## src/rtl/seg7_scan_decoder.sv

```systemverilog
`default_nettype none
// ============================================================================
// seg7_scan_decoder : recovers the 4-digit value shown on a multiplexed
// active-low 7-segment display, as BCD and as binary.      Rev 1.0
// ============================================================================
module seg7_scan_decoder #(
   parameter int unsigned SETTLE_CYCLES  = 16,
   parameter int unsigned TIMEOUT_CYCLES = 100000
) (
   input  logic        clk,
   input  logic        reset,
   input  logic [3:0]  anode_in,
   input  logic [6:0]  seg_in,
   input  logic        err_clr,
   output logic [15:0] digit_value,
   output logic [13:0] score_bin,
   output logic        frame_valid,
   output logic        frame_strobe,
   output logic        digit_error
);
   localparam int unsigned CNT_W = (SETTLE_CYCLES > 2) ? $clog2(SETTLE_CYCLES) : 1;
   localparam int unsigned TMO_W = $clog2(TIMEOUT_CYCLES + 1);
   localparam logic [CNT_W-1:0] C_SETTLE_LAST = CNT_W'(SETTLE_CYCLES - 1);
   localparam logic [TMO_W-1:0] C_TIMEOUT     = TMO_W'(TIMEOUT_CYCLES);
   localparam logic [10:0]      C_IDLE_PINS   = 11'h7FF;

   typedef enum logic [0:0] {SETTLE = 1'b0, HOLD = 1'b1} state_t;

   state_t           state_q, state_d;
   logic [10:0]      sync1_q, sync1_d, sync2_q, sync2_d, prev_q, prev_d;
   logic [CNT_W-1:0] count_q, count_d;
   logic [TMO_W-1:0] tmo_q, tmo_d;
   logic [3:0]       mask_q, mask_d;
   logic [3:0][3:0]  digits_q, digits_d;
   logic [15:0]      digit_value_q, digit_value_d;
   logic [13:0]      score_bin_q, score_bin_d;
   logic             frame_valid_q, frame_valid_d;
   logic             frame_strobe_q, frame_strobe_d;
   logic             err_q, err_d;

   logic             changed, sample, slot_ok, dec_ok;
   logic [1:0]       slot;
   logic [3:0]       dec_val;

   function automatic logic [4:0] decode(input logic [6:0] s);
      logic [4:0] r;
      case (s)
         7'b0000001: r = {1'b1, 4'd0};
         7'b1001111: r = {1'b1, 4'd1};
         7'b0010010: r = {1'b1, 4'd2};
         7'b0000110: r = {1'b1, 4'd3};
         7'b1001100: r = {1'b1, 4'd4};
         7'b0100100: r = {1'b1, 4'd5};
         7'b0100000: r = {1'b1, 4'd6};
         7'b0001111: r = {1'b1, 4'd7};
         7'b0000000: r = {1'b1, 4'd8};
         7'b0000100: r = {1'b1, 4'd9};
         default:    r = 5'd0;
      endcase
      return r;
   endfunction

   function automatic logic [13:0] bcd_to_bin(input logic [15:0] b);
      return 14'(b[15:12]) * 14'd1000 + 14'(b[11:8]) * 14'd100
           + 14'(b[7:4]) * 14'd10 + 14'(b[3:0]);
   endfunction

   assign changed = (sync2_q != prev_q);
   assign {dec_ok, dec_val} = decode(sync2_q[6:0]);

   always_comb begin
      slot    = 2'd0;
      slot_ok = 1'b1;
      case (sync2_q[10:7])
         4'b0111: slot = 2'd3;
         4'b1011: slot = 2'd2;
         4'b1101: slot = 2'd1;
         4'b1110: slot = 2'd0;
         default: slot_ok = 1'b0;
      endcase
   end

   // Stability tracker: one sample per unchanged period of SETTLE_CYCLES.
   always_comb begin
      sync1_d = {anode_in, seg_in};
      sync2_d = sync1_q;
      prev_d  = sync2_q;
      state_d = state_q;
      count_d = count_q;
      sample  = 1'b0;
      if (changed) begin
         state_d = SETTLE;
         count_d = '0;
      end else if (state_q == SETTLE) begin
         if (count_q == C_SETTLE_LAST) begin
            sample  = 1'b1;
            state_d = HOLD;
            count_d = '0;
         end else begin
            count_d = count_q + 1'b1;
         end
      end
   end

   always_comb begin
      mask_d         = mask_q;
      digits_d       = digits_q;
      digit_value_d  = digit_value_q;
      score_bin_d    = score_bin_q;
      frame_valid_d  = frame_valid_q;
      frame_strobe_d = 1'b0;
      err_d          = err_q & ~err_clr;
      tmo_d          = (tmo_q < C_TIMEOUT) ? tmo_q + 1'b1 : tmo_q;
      if (tmo_d == C_TIMEOUT) frame_valid_d = 1'b0;
      if (sample && slot_ok) begin
         if (dec_ok) begin
            digits_d[slot] = dec_val;
            mask_d[slot]   = 1'b1;
            // Completing frame overrides the timeout on the same edge.
            if (&mask_d) begin
               digit_value_d  = digits_d;
               score_bin_d    = bcd_to_bin(digits_d);
               frame_strobe_d = 1'b1;
               frame_valid_d  = 1'b1;
               mask_d         = '0;
               tmo_d          = '0;
            end
         end else begin
            err_d  = 1'b1;
            mask_d = '0;
         end
      end
   end

   always_ff @(posedge clk or posedge reset) begin
      if (reset) begin
         sync1_q        <= C_IDLE_PINS;
         sync2_q        <= C_IDLE_PINS;
         prev_q         <= C_IDLE_PINS;
         state_q        <= SETTLE;
         count_q        <= '0;
         tmo_q          <= '0;
         mask_q         <= '0;
         digits_q       <= '0;
         digit_value_q  <= '0;
         score_bin_q    <= '0;
         frame_valid_q  <= 1'b0;
         frame_strobe_q <= 1'b0;
         err_q          <= 1'b0;
      end else begin
         sync1_q        <= sync1_d;
         sync2_q        <= sync2_d;
         prev_q         <= prev_d;
         state_q        <= state_d;
         count_q        <= count_d;
         tmo_q          <= tmo_d;
         mask_q         <= mask_d;
         digits_q       <= digits_d;
         digit_value_q  <= digit_value_d;
         score_bin_q    <= score_bin_d;
         frame_valid_q  <= frame_valid_d;
         frame_strobe_q <= frame_strobe_d;
         err_q          <= err_d;
      end
   end

   assign digit_value  = digit_value_q;
   assign score_bin    = score_bin_q;
   assign frame_valid  = frame_valid_q;
   assign frame_strobe = frame_strobe_q;
   assign digit_error  = err_q;

endmodule
`default_nettype wire

```

## config.mk

```make
export PLATFORM = sky130hd
export DESIGN_NAME = seg7_scan_decoder
export DESIGN_NICKNAME = d
export VERILOG_FILES = /design/src/rtl/seg7_scan_decoder.sv
export SDC_FILE = /design/constraint.sdc
export NUM_CORES = 1
export LEC_CHECK = 0
export ABC_AREA = 1
export BUFFER_PORTS_ARGS = -buffer_cell sky130_fd_sc_hd__buf_2
export CAP_MARGIN = 20
export CORE_UTILIZATION = 40
export CTS_BUF_LIST = sky130_fd_sc_hd__clkbuf_8
export DETAILED_ROUTE_END_ITERATION = 6
export MAX_ROUTING_LAYER = met4
export PLACE_DENSITY_LB_ADDON = 0.12
export SYNTH_ARGS = -nofsm -noshare
export SYNTH_HDL_FRONTEND = slang
export SYNTH_SLANG_ARGS = --single-unit
```

## constraint.sdc

```tcl
create_clock -name clk -period 7.2 [get_ports clk]
set_clock_uncertainty 0.05 [all_clocks]
set_input_delay 0.72 -clock clk [delete_from_list [all_inputs] [get_ports clk]]
set_output_delay 0.72 -clock clk [all_outputs]
set_load 0.005 [all_outputs]
```

==> impl_results.md, run 1 <==
- Count leader, synth: nand2_1
- Worst-margin pin slew: around 1 ns
- Clock transition at path regs: about 0.11 ns
- Final Hold Vio Count: 0
- Seq cells post-synth: approximately 110
- Fraction of registers with async set/reset: 100%
- Max-Cap Viols: 0
- Placed insts: between 900 and 1000
- Pwr/cell area: between 150 and 200 nW/um^2
- DRT iter0 DRCs: roughly 270
- Hold-fix buffers at CTS: 0
- Post-synthesis sequential area ratio: between 40 and 50%
- Crit. End Element: flip-flop
- Post-layout min period: 5.94 ns
- R2r startpoint: prev_d[2]$_DFF_PP1_
- Pleak: 3.70 nW
- Critical Path Most Common Cell: nand2_1
- Cell taking the most area after synthesis: dfrtp_1
- Vias per inst: 4.77
- Worst hold margin: between 0.3 and 0.4 ns
- Mapped Area: between 6000 and 7000 sq um
- Final TNS setup: 0 ns
- Post-CTS setup buffer count: 0
- First-pass GRT wire length: 23500 um
- Max incr delay on CP: between 0.6 and 0.7 ns
- TritonCTS Sinks: 107
- Ant. Diodes: 0
- CTS tree: done
- # nets final: roughly 880
- Die area: around 17000 sq um
- Tot GR Track Use: between 10% and 20%
- I/O Pins: between 40 and 50
- Most common flop cell mapped by yosys: dfrtp_1
- Pwr Total: roughly 1.1 mW
- Fmax: between 0.15 and 0.2 GHz
- H-tree depth: 3
- Number of synthesized flops with an enable pin: 0
- FF/Latch Area: approximately 2700 sq um
- Setup Viol. Count Final: 0
- Reg2reg end: score_bin[12]$_DFFE_PP0P_
- Initial antenna violation count: 0
- Mapped Cells: roughly 750
- Max-slew violations: 0
- Share of cells above drive strength 1: between 15 and 20%
- Worst VDD drop: 0.0000778 V
- Fillers: 1603
- Area grow syn2layout: 9.92%
- Top cell type's share of synthesized area: approximately 29%
- Worst slew margin: approximately 32%
- Post-Syn Nets: between 800 and 900
- Hold Path Class: input port to async pin
- Yosys cell types: 42
- R2R depth: 28
- Reg2reg setup slack: roughly 1.3 ns
- Max clock buf depth: 2
- Clk Latency, worst-skew pair: roughly 0.4 ns
- Rows: 46
- WL/cell: roughly 14 um
- Post-synthesis area per instance: 8.63 sq um
- Worst setup SP type: flip-flop
- Kind of critical path: flip-flop to flip-flop
- Largest net degree at the start of global routing: between 60 and 70
- Post-Layout Cell Count: roughly 1000
- Drt pass-1 iters: 6
- Routability cong.: slightly above 0.9
- Number of global-route vias before repair: about 4800
- RSZ-0062 raised after global routing: no
- Area of the multi-input gates: 3240 sq um
- Tcrit/Tclk final: just over 80%
- Post-CTS sizing: 0
- Main area contributors after synthesis: dfrtp_1 29%, dfstp_2 13%, ha_1 10%
- Congestion Overflow GR: 0
- Starting Density: between 40% and 50%
- Crit path arrival time: ~6 ns
- Drt drc: 0
- Status: completed
- Cts bufs inserted: 9
- DIE WIDTH: 129 um
- Core area: about 16000 sq um
- Root buf cell: clkbuf_8
- Die height: 129 um
- Detailed Place HPWL: between 10000 and 15000 um
- Yosys Warn Count: 0
- Critical Path Start: prev_d[2]$_DFF_PP1_
- Worst Setup EP: score_bin[12]$_DFFE_PP0P_
- ANT nets after route: 0
- WP data required: roughly 7.4 ns
- Crit-path slowest cell: fa_1
- # port buffers: 46
- Via count: approximately 4800
- Crit-path max FO: 7
- WL final: approximately 14000 um
- Post-synth top cells: 163 x nand2_1, 99 x inv_1, 79 x nor2_1
[registers in the layout, summed over array words and instances (netlist names)]
name and flops:
digit_value 16, state_q 1, prev_q 11, frame_strobe 1
sync1_q 11, digit_error 1, tmo_q 17, prev_d 11
digits_q 16, mask_q 4, frame_valid 1, count_q 4
score_bin 13
[placed cells by master (no fill, tap or decap), drive strengths merged]
cell / synthesis / routed
a211oi: 1 / 1
a21boi: 1 / 1
a21oi: 21 / 21
a2bb2oi: 1 / 1
and2: 2 / 2
buf: 10 / 48
bufinv: 0 / 1
clkbuf: 4 / 9
clkinv: 0 / 1
clkinvlp: 0 / 2
dfrtp: 74 / 74
dfstp: 33 / 33
fa: 17 / 17
ha: 54 / 54
inv: 106 / 109
mux2i: 1 / 1
nand2: 165 / 165
nand3: 29 / 29
nand3b: 3 / 3
nand4: 7 / 7
nor2: 83 / 83
nor3: 6 / 6
nor4: 1 / 1
o211ai: 1 / 1
o21a: 3 / 3
o21ai: 70 / 70
o21bai: 2 / 2
o22ai: 1 / 1
o31ai: 3 / 3
or2: 9 / 9
xnor2: 17 / 17
xor2: 22 / 22
[area by class of cell]
class,count,share of cell area (%)
Clock buffer,9,1.75
Inverter,106,5.65
Multi-Input combinational cell,520,45.8
Tap cell,216,3.81
Sequential cell,107,38.4
Clock inverter,7,1.20
Timing Repair Buffer,48,3.46
[how the worst min path moves through the flow]
stage	startpoint	slack, ns	cells after the start	endpoint
6_report	reset	0.31	2	tmo_q[14]$_DFF_PP0_
4_1_cts	sync1_q[7]$_DFF_PP1_	0.31	0	prev_d[7]$_DFF_PP1_
2_1_floorplan	sync1_q[0]$_DFF_PP1_	0.30	0	prev_d[0]$_DFF_PP1_
5_1_grt	sync1_q[0]$_DFF_PP1_	0.32	0	prev_d[0]$_DFF_PP1_
3_5_place_dp	sync1_q[7]$_DFF_PP1_	0.30	0	prev_d[7]$_DFF_PP1_
3_3_place_gp	sync1_q[0]$_DFF_PP1_	0.30	0	prev_d[0]$_DFF_PP1_
[per-stage QoR]
step           worst slack [ns]  util [%]  area, sq um
3_3_place_gp               1.53      43.4         6880
3_5_place_dp               1.33      43.4         6880
4_1_cts                    1.33      44.8         7090
5_1_grt                   0.738      44.8         7090
2_1_floorplan              1.86         -         6450
6_report                   1.26      44.8         7090
[cell families after synthesis]
group | Yosys count | synth area share (%)
AO/OA/AOI/OAI | 104 | 8.87
XOR/XNOR | 39 | 5.30
adder cells (fa/ha/maj) | 71 | 15.8
buffers and inverters | 120 | 7.53
flip-flops | 107 | 42.2
multiplexers | 1 | 0.155
AND/OR/NAND/NOR | 305 | 20.2
[critical path: cells and delay by family (launching register included)]
family / cells / cell delay [ns]
AOI/OAI and AO/OA: 6 / 1.04
xor gates and xnor gates: 2 / 0.34
buffers and inverters: 4 / 0.25
adders and majority gates: 6 / 2.43
and+or+nand+nor: 10 / 1.11
DFF: 1 / 0.60
[routing by layer]
metal  track usage, %  vias to the layer above  part of all wire (%)
met5                -                        -                     0
met4             7.47                        0                   2.0
met3             2.37                       17                   2.2
met1             24.1                     2304                    48
li1                 -                     2449                     -
met2             30.3                       61                    48
[where the power goes]
part           internal (mW)  switching, mW  leakage [nW]
Clock                  0.168          0.230        0.0999
Sequential             0.618        0.00793          1.37
Combinational         0.0197         0.0417          2.24
Power figures use the tool's default switching activity.
==> run 2, diff against run 1 <==
clock period = 6.2 ns   (was 7.2 ns; I/O delays follow)
==> run 2 against run 1 <==
First-iteration DRC count down 7.7%. Maximum frequency grew 4.6%. Register-to-register slack got worse by 0.74 ns. Cell area up 0.23%. Sequential power rose by 16%. Critical endpoint unchanged. Critical path type unchanged. Global-route usage increased by 0.14 points. Combinational power rose by 17%. Via count increased by 0.12%.
==> impl_results.md, run 2 (synthesis gave the netlist of run 1 again) <==
- Status: completed
- Number of global-route vias before repair: 4848 (+1.3%)
- Critical Path Most Common Cell: nand2_1
- Max incr delay on CP: 0.60 ns (-0.03 ns)
- Drt drc: 0 (unchanged)
- DIE WIDTH: 129 um (unchanged)
- Fillers: 1595 (-0.50%)
- Via count: 4837 (+0.12%)
- Ant. Diodes: 0 (unchanged)
- Final Hold Vio Count: 0 (unchanged)
- Drt pass-1 iters: 4 (-2)
- Clk Latency, worst-skew pair: 0.40 ns (about the same)
- DRT iter0 DRCs: 250 (-7.7%)
- Worst hold margin: 0.211 ns (-0.0975 ns)
- Worst-margin pin slew: 0.901 ns (-0.102 ns)
- Crit. End Element: flip-flop
- Clock transition at path regs: 0.12 ns (about the same)
- RSZ-0062 raised after global routing: no
- Core area: 15800 sq um (unchanged)
- TritonCTS Sinks: 107 (unchanged)
- First-pass GRT wire length: 23500 um (+0.29%)
- Die area: 16600 sq um (unchanged)
- Starting Density: 40.7% (unchanged)
- Rows: 46 (unchanged)
- I/O Pins: 47 (unchanged)
- Pwr Total: 1.26 mW (+16%)
- Worst slew margin: 39.8% (+7.3 points)
- Max clock buf depth: 2 (unchanged)
- # nets final: 879 (+0.23%)
- Largest net degree at the start of global routing: 66 (-1.5%)
- Initial antenna violation count: 0 (unchanged)
- Hold Path Class: input port to async pin
- Routability cong.: 0.921 (-0.34%)
- ANT nets after route: 0 (unchanged)
- WL final: 14000 um (+1.2%)
- Most frequent cells in the layout: 163 x nand2_1, 98 x inv_1, 79 x nor2_1, 74 x dfrtp_1, 54 x ha_1
- CTS tree: done
- Kind of critical path: flip-flop to flip-flop
- Max-slew violations: 0 (unchanged)
- Area post-placement: 6890 sq um (+0.22%)
- WL/cell: 13.8 um (+0.98%)
- Crit-path slowest cell: dfstp_2
- Commonest non-fill, non-tap cell in the layout: nand2_1
- H-tree depth: 3 (unchanged)
- WP data required: 6.41 ns (-1.01 ns)
- Share of cells above drive strength 1: 16.5% (+0.33 points)
- Cts bufs inserted: 9 (unchanged)
- Max-Cap Viols: 0 (unchanged)
- Worst setup SP type: flip-flop
- Pwr/cell area: 177 nW/um^2 (+16%)
- Crit path arrival time: 5.89 ns (-0.27 ns)
- Congestion Overflow GR: 0 (unchanged)
- Detailed Place HPWL: 10600 um (+1.3%)
- Post-layout min period: 5.68 ns (-0.263 ns)
- Final TNS setup: 0 ns (unchanged)
- Max FFs per register: 17 (unchanged)
- Die height: 129 um (unchanged)
- Crit-path max FO: 7 (unchanged)
- # port buffers: 46 (unchanged)
- Area grow syn2layout: 10.2%
- Vias per inst: 4.77 (about the same)
- Fmax: 0.176 GHz (+4.6%)
- Biggest register: tmo_q
- Worst VDD drop: 0.0000891 V (+15%)
- Root buf cell: clkbuf_8
- Tot GR Track Use: 19.0% (+0.14 points)
- Setup Viol. Count Final: 0 (unchanged)
- Tcrit/Tclk final: 91.6% (+9.1 points)
- Post-CTS setup buffer count: 0 (unchanged)
- Pleak: 3.72 nW (+0.46%)
- Final Cell Area: 7100 sq um (+0.23%)
==> run 2: cell types whose count changed in the layout (fill, tap and decap cells not counted) <==
cell / before / now
inv_8: 2 / 1
a211oi_1: 1 / 0
buf_4: 2 / 4
clkinv_2: 0 / 1
a211oi_2: 0 / 1
clkinvlp_4: 2 / 0
inv_6: 1 / 3
==> run 2: per-stage QoR <==
step	setup WS (ns)	util (%)	std cells
2_1_floorplan	0.862	-	747
3_3_place_gp	0.660	43.5	999
3_5_place_dp	0.557	43.5	999
4_1_cts	0.518	44.8	1015
5_1_grt	0.0757	44.9	1015
6_report	0.520	44.9	1015
==> run 2: what timing repair did <==
item | 4_1_cts | 5_1_grt
hold buffers | 0 | 0
endpoints found under the setup margin | 0 | 1
endpoints found under the hold margin | 0 | 0
resized for setup | 0 | 1
==> run 2: per-layer routing <==
metal	GRT usage (%)	routed length [um]	vias up
met4	3.53	114	0
met2	31.7	6930	52
met5	-	0	-
li1	-	-	2458
met1	23.7	6630	2318
met3	4.28	344	9
==> run 2: critical path, delay by kind of cell (launching register included) <==
family                   cells  cell delay [ns]
AO/OA/AOI/OAI                6             0.69
AND/OR/NAND/NOR             10             1.14
flip-flops                   1             0.60
XOR/XNOR                     2             0.33
buffers and inverters        4             0.37
adder cells (fa/ha/maj)      6             2.31
==> run 2: layout make-up <==
type | count | area, sq um | share of cell area [%]
Multi-Input combinational cell | 520 | 3250 | 45.7
Sequential cell | 107 | 2720 | 38.3
Inverter | 106 | 400 | 5.64
Tap cell | 216 | 270 | 3.81
Timing Repair Buffer | 50 | 260 | 3.66
Clock buffer | 9 | 124 | 1.74
Clock inverter | 7 | 81.3 | 1.15
==> run 2: worst paths after layout <==
path                                           start                         end  slack (ns)  depth (start not counted)
worst max-delay path             prev_d[4]$_DFF_PP1_   score_bin[12]$_DFFE_PP0P_        0.52                         28
max in group asynchronous                      reset  digit_value[8]$_DFFE_PP0P_        4.67                          3
worst min register to register  sync1_q[9]$_DFF_PP1_         prev_d[9]$_DFF_PP1_        0.31                          0
worst min-delay path                           reset         tmo_q[14]$_DFF_PP0_        0.21                          2
worst max register to register   prev_d[4]$_DFF_PP1_   score_bin[12]$_DFFE_PP0P_        0.52                         28
min in group clk                           seg_in[4]        sync1_q[4]$_DFF_PP1_        0.25                          1
==> run 2: report_power, final <==
group | switching (mW) | internal [mW]
logic | 0.0487 | 0.0233
registers | 0.00936 | 0.718
clock network | 0.263 | 0.194
total | 0.321 | 0.935
==> run 3, diff against run 2 <==
CORE_UTILIZATION = 35   (was 40)
CTS_BUF_LIST = unset   (was sky130_fd_sc_hd__clkbuf_8)
==> run 3 against run 2 <==
Global-route usage fell by 1.8 points. Worst setup slack improved by 0.040 ns. Hold slack improved by 0.045 ns. Combinational power rose by 0.7%. Flip-flop and latch count did not move. First-iteration DRC count fell by 17%. Critical path type unchanged.
==> impl_results.md, run 3 (synthesis gave the netlist of run 1 again) <==
- Status: completed
- Drt pass-1 iters: 5 (+1)
- Worst slew margin: 37.0% (-2.8 points)
- RSZ-0062 raised after global routing: no
- Kind of critical path: flip-flop to flip-flop
- I/O Pins: 47 (unchanged)
- Max clock buf depth: 2 (unchanged)
- Final Cell Area: 7200 sq um (+1.4%)
- Max-slew violations: 0 (unchanged)
- Hold Path Class: input port to async pin
- Crit. End Element: flip-flop
- Via count: 4855 (+0.37%)
- Worst-margin pin slew: 0.943 ns (+0.0426 ns)
- First-pass GRT wire length: 24100 um (+2.4%)
- DIE WIDTH: 138 um (+6.8%)
- WL final: 14400 um (+2.6%)
- Ant. Diodes: 0 (unchanged)
- Final TNS setup: 0 ns (unchanged)
- Pwr Total: 1.36 mW (+8.6%)
- Crit-path slowest cell: dfstp_2
- Post-Layout Cell Count: 1028 (+1.3%)
- Share of cells above drive strength 1: 16.6% (+0.13 points)
- Congestion Overflow GR: 0 (unchanged)
- Clk Latency, worst-skew pair: 0.36 ns (-0.04 ns)
- Finished Core Util: 39.9% (-4.9 points)
- Rows: 49 (+6.5%)
- Root buf cell: clkbuf_16
- CP Buf/Inv Count: 6 (+2)
- Setup ws final: 0.561 ns (+0.0405 ns)
- Max incr delay on CP: 0.56 ns (-0.04 ns)
- H-tree depth: 3 (unchanged)
- R2r startpoint: prev_d[10]$_DFF_PP1_
- Area post-placement: 6910 sq um (+0.24%)
- Drt drc: 0 (unchanged)
- Commonest non-fill, non-tap cell in the layout: nand2_1
- ANT nets after route: 0 (unchanged)
- Worst VDD drop: 0.000137 V (+53%)
- Max-Cap Viols: 0 (unchanged)
- Number of global-route vias before repair: 4838 (-0.21%)
- Max FFs per register: 17 (unchanged)
- Die area: 19000 sq um (+14%)
- WP data required: 6.45 ns (+0.04 ns)
- Post-layout min period: 5.64 ns (-0.0405 ns)
- Initial antenna violation count: 0 (unchanged)
- Routability cong.: 0.874 (-5.2%)
- Pwr/cell area: 190 nW/um^2 (+7.2%)
- Largest delay contributor family on the critical path: adder cells
- Worst setup SP type: flip-flop
- CTS tree: done
- Starting Density: 35.8% (-5.0 points)
- Detailed Place HPWL: 10900 um (+2.9%)
- Final Hold Vio Count: 0 (unchanged)
- Largest net degree at the start of global routing: 66 (unchanged)
- Crit path arrival time: 5.89 ns (about the same)
- Placed insts: 1012 (+1.3%)
- Clock transition at path regs: 0.08 ns (-0.04 ns)
- # nets final: 879 (unchanged)
- Post-CTS setup buffer count: 0 (unchanged)
- WL/cell: 14.0 um (+1.3%)
- Worst hold margin: 0.256 ns (+0.0446 ns)
- DRT iter0 DRCs: 207 (-17%)
- Pleak: 3.76 nW (+1.0%)
- Crit-path max FO: 6 (-1)
- Pre-CTS WS: 0.541 ns (-0.0160 ns)
- Reg2reg setup slack: 0.56 ns (+0.04 ns)
- Cts bufs inserted: 9 (unchanged)
- R2R depth: 28 (unchanged)
- Fmax: 0.177 GHz (+0.72%)
- Biggest register: tmo_q
- Core area: 18000 sq um (+14%)
- Most frequent cells in the layout: 162 x nand2_1, 98 x inv_1, 78 x nor2_1, 74 x dfrtp_1, 54 x ha_1
- Area grow syn2layout: 11.7%
- Tot GR Track Use: 17.2% (-1.8 points)
- Setup Viol. Count Final: 0 (unchanged)
- Die height: 138 um (+6.8%)
- # port buffers: 46 (unchanged)
- Reg2reg end: score_bin[13]$_DFFE_PP0P_
- Vias per inst: 4.72 (-0.90%)
- TritonCTS Sinks: 107 (unchanged)
- Tcrit/Tclk final: 91.0% (-0.65 points)
[run 3: cell types whose count changed in the layout (fill, tap and decap cells not counted)]
cell       before  now
clkbuf_16       0    9
clkbuf_8        9    1
inv_4           1    3
inv_6           3    1
a211oi_1        0    1
a211oi_2        1    0
bufinv_16       1    0
nand2_1       163  162
nand2_2         2    3
nor2_1         79   78
nor2_2          3    4
[run 3: power by group]
part | switching [mW] | internal, mW
sequential | 0.00921 | 0.717
combinational | 0.0491 | 0.0234
clock | 0.277 | 0.289
total | 0.335 | 1.03
[run 3: repair_timing]
action,4_1_cts,5_1_grt
hold buffers,0,0
resized for setup,0,2
setup endpoints to repair,0,1
[run 3: final cells by class]
type | count | area [sq um]
clock inverter | 6 | 46.3
timing repair buffer | 50 | 260
sequential | 107 | 2720
clock buffer | 10 | 239
inverter | 106 | 400
tap | 229 | 287
fill | 1890 | 10800
multi-input combinational | 520 | 3250
[run 3: per-layer routing]
| layer | up-vias | GRT usage [%] | wire length (um) |
|---|---|---|---|
| met5 | - | - | 0 |
| met4 | 0 | 6.94 | 211 |
| met3 | 17 | 2.32 | 454 |
| met2 | 79 | 27.4 | 7010 |
| met1 | 2300 | 21.9 | 6700 |
| li1 | 2459 | - | - |
[run 3: worst max-delay path by stage]
| stage | start | to | slack [ns] | cells past startpoint |
|---|---|---|---|---|
| after floorplan | prev_d[3]$_DFF_PP1_ | score_bin[13]$_DFFE_PP0P_ | 0.86 | 30 |
| final | prev_d[10]$_DFF_PP1_ | score_bin[13]$_DFFE_PP0P_ | 0.56 | 28 |
| after detailed placement | prev_d[4]$_DFF_PP1_ | score_bin[13]$_DFFE_PP0P_ | 0.54 | 30 |
| after CTS | prev_d[4]$_DFF_PP1_ | score_bin[13]$_DFFE_PP0P_ | 0.52 | 30 |
| after global placement | prev_d[4]$_DFF_PP1_ | score_bin[13]$_DFFE_PP0P_ | 0.67 | 30 |
| after global routing | prev_d[2]$_DFF_PP1_ | score_bin[12]$_DFFE_PP0P_ | 0.06 | 29 |
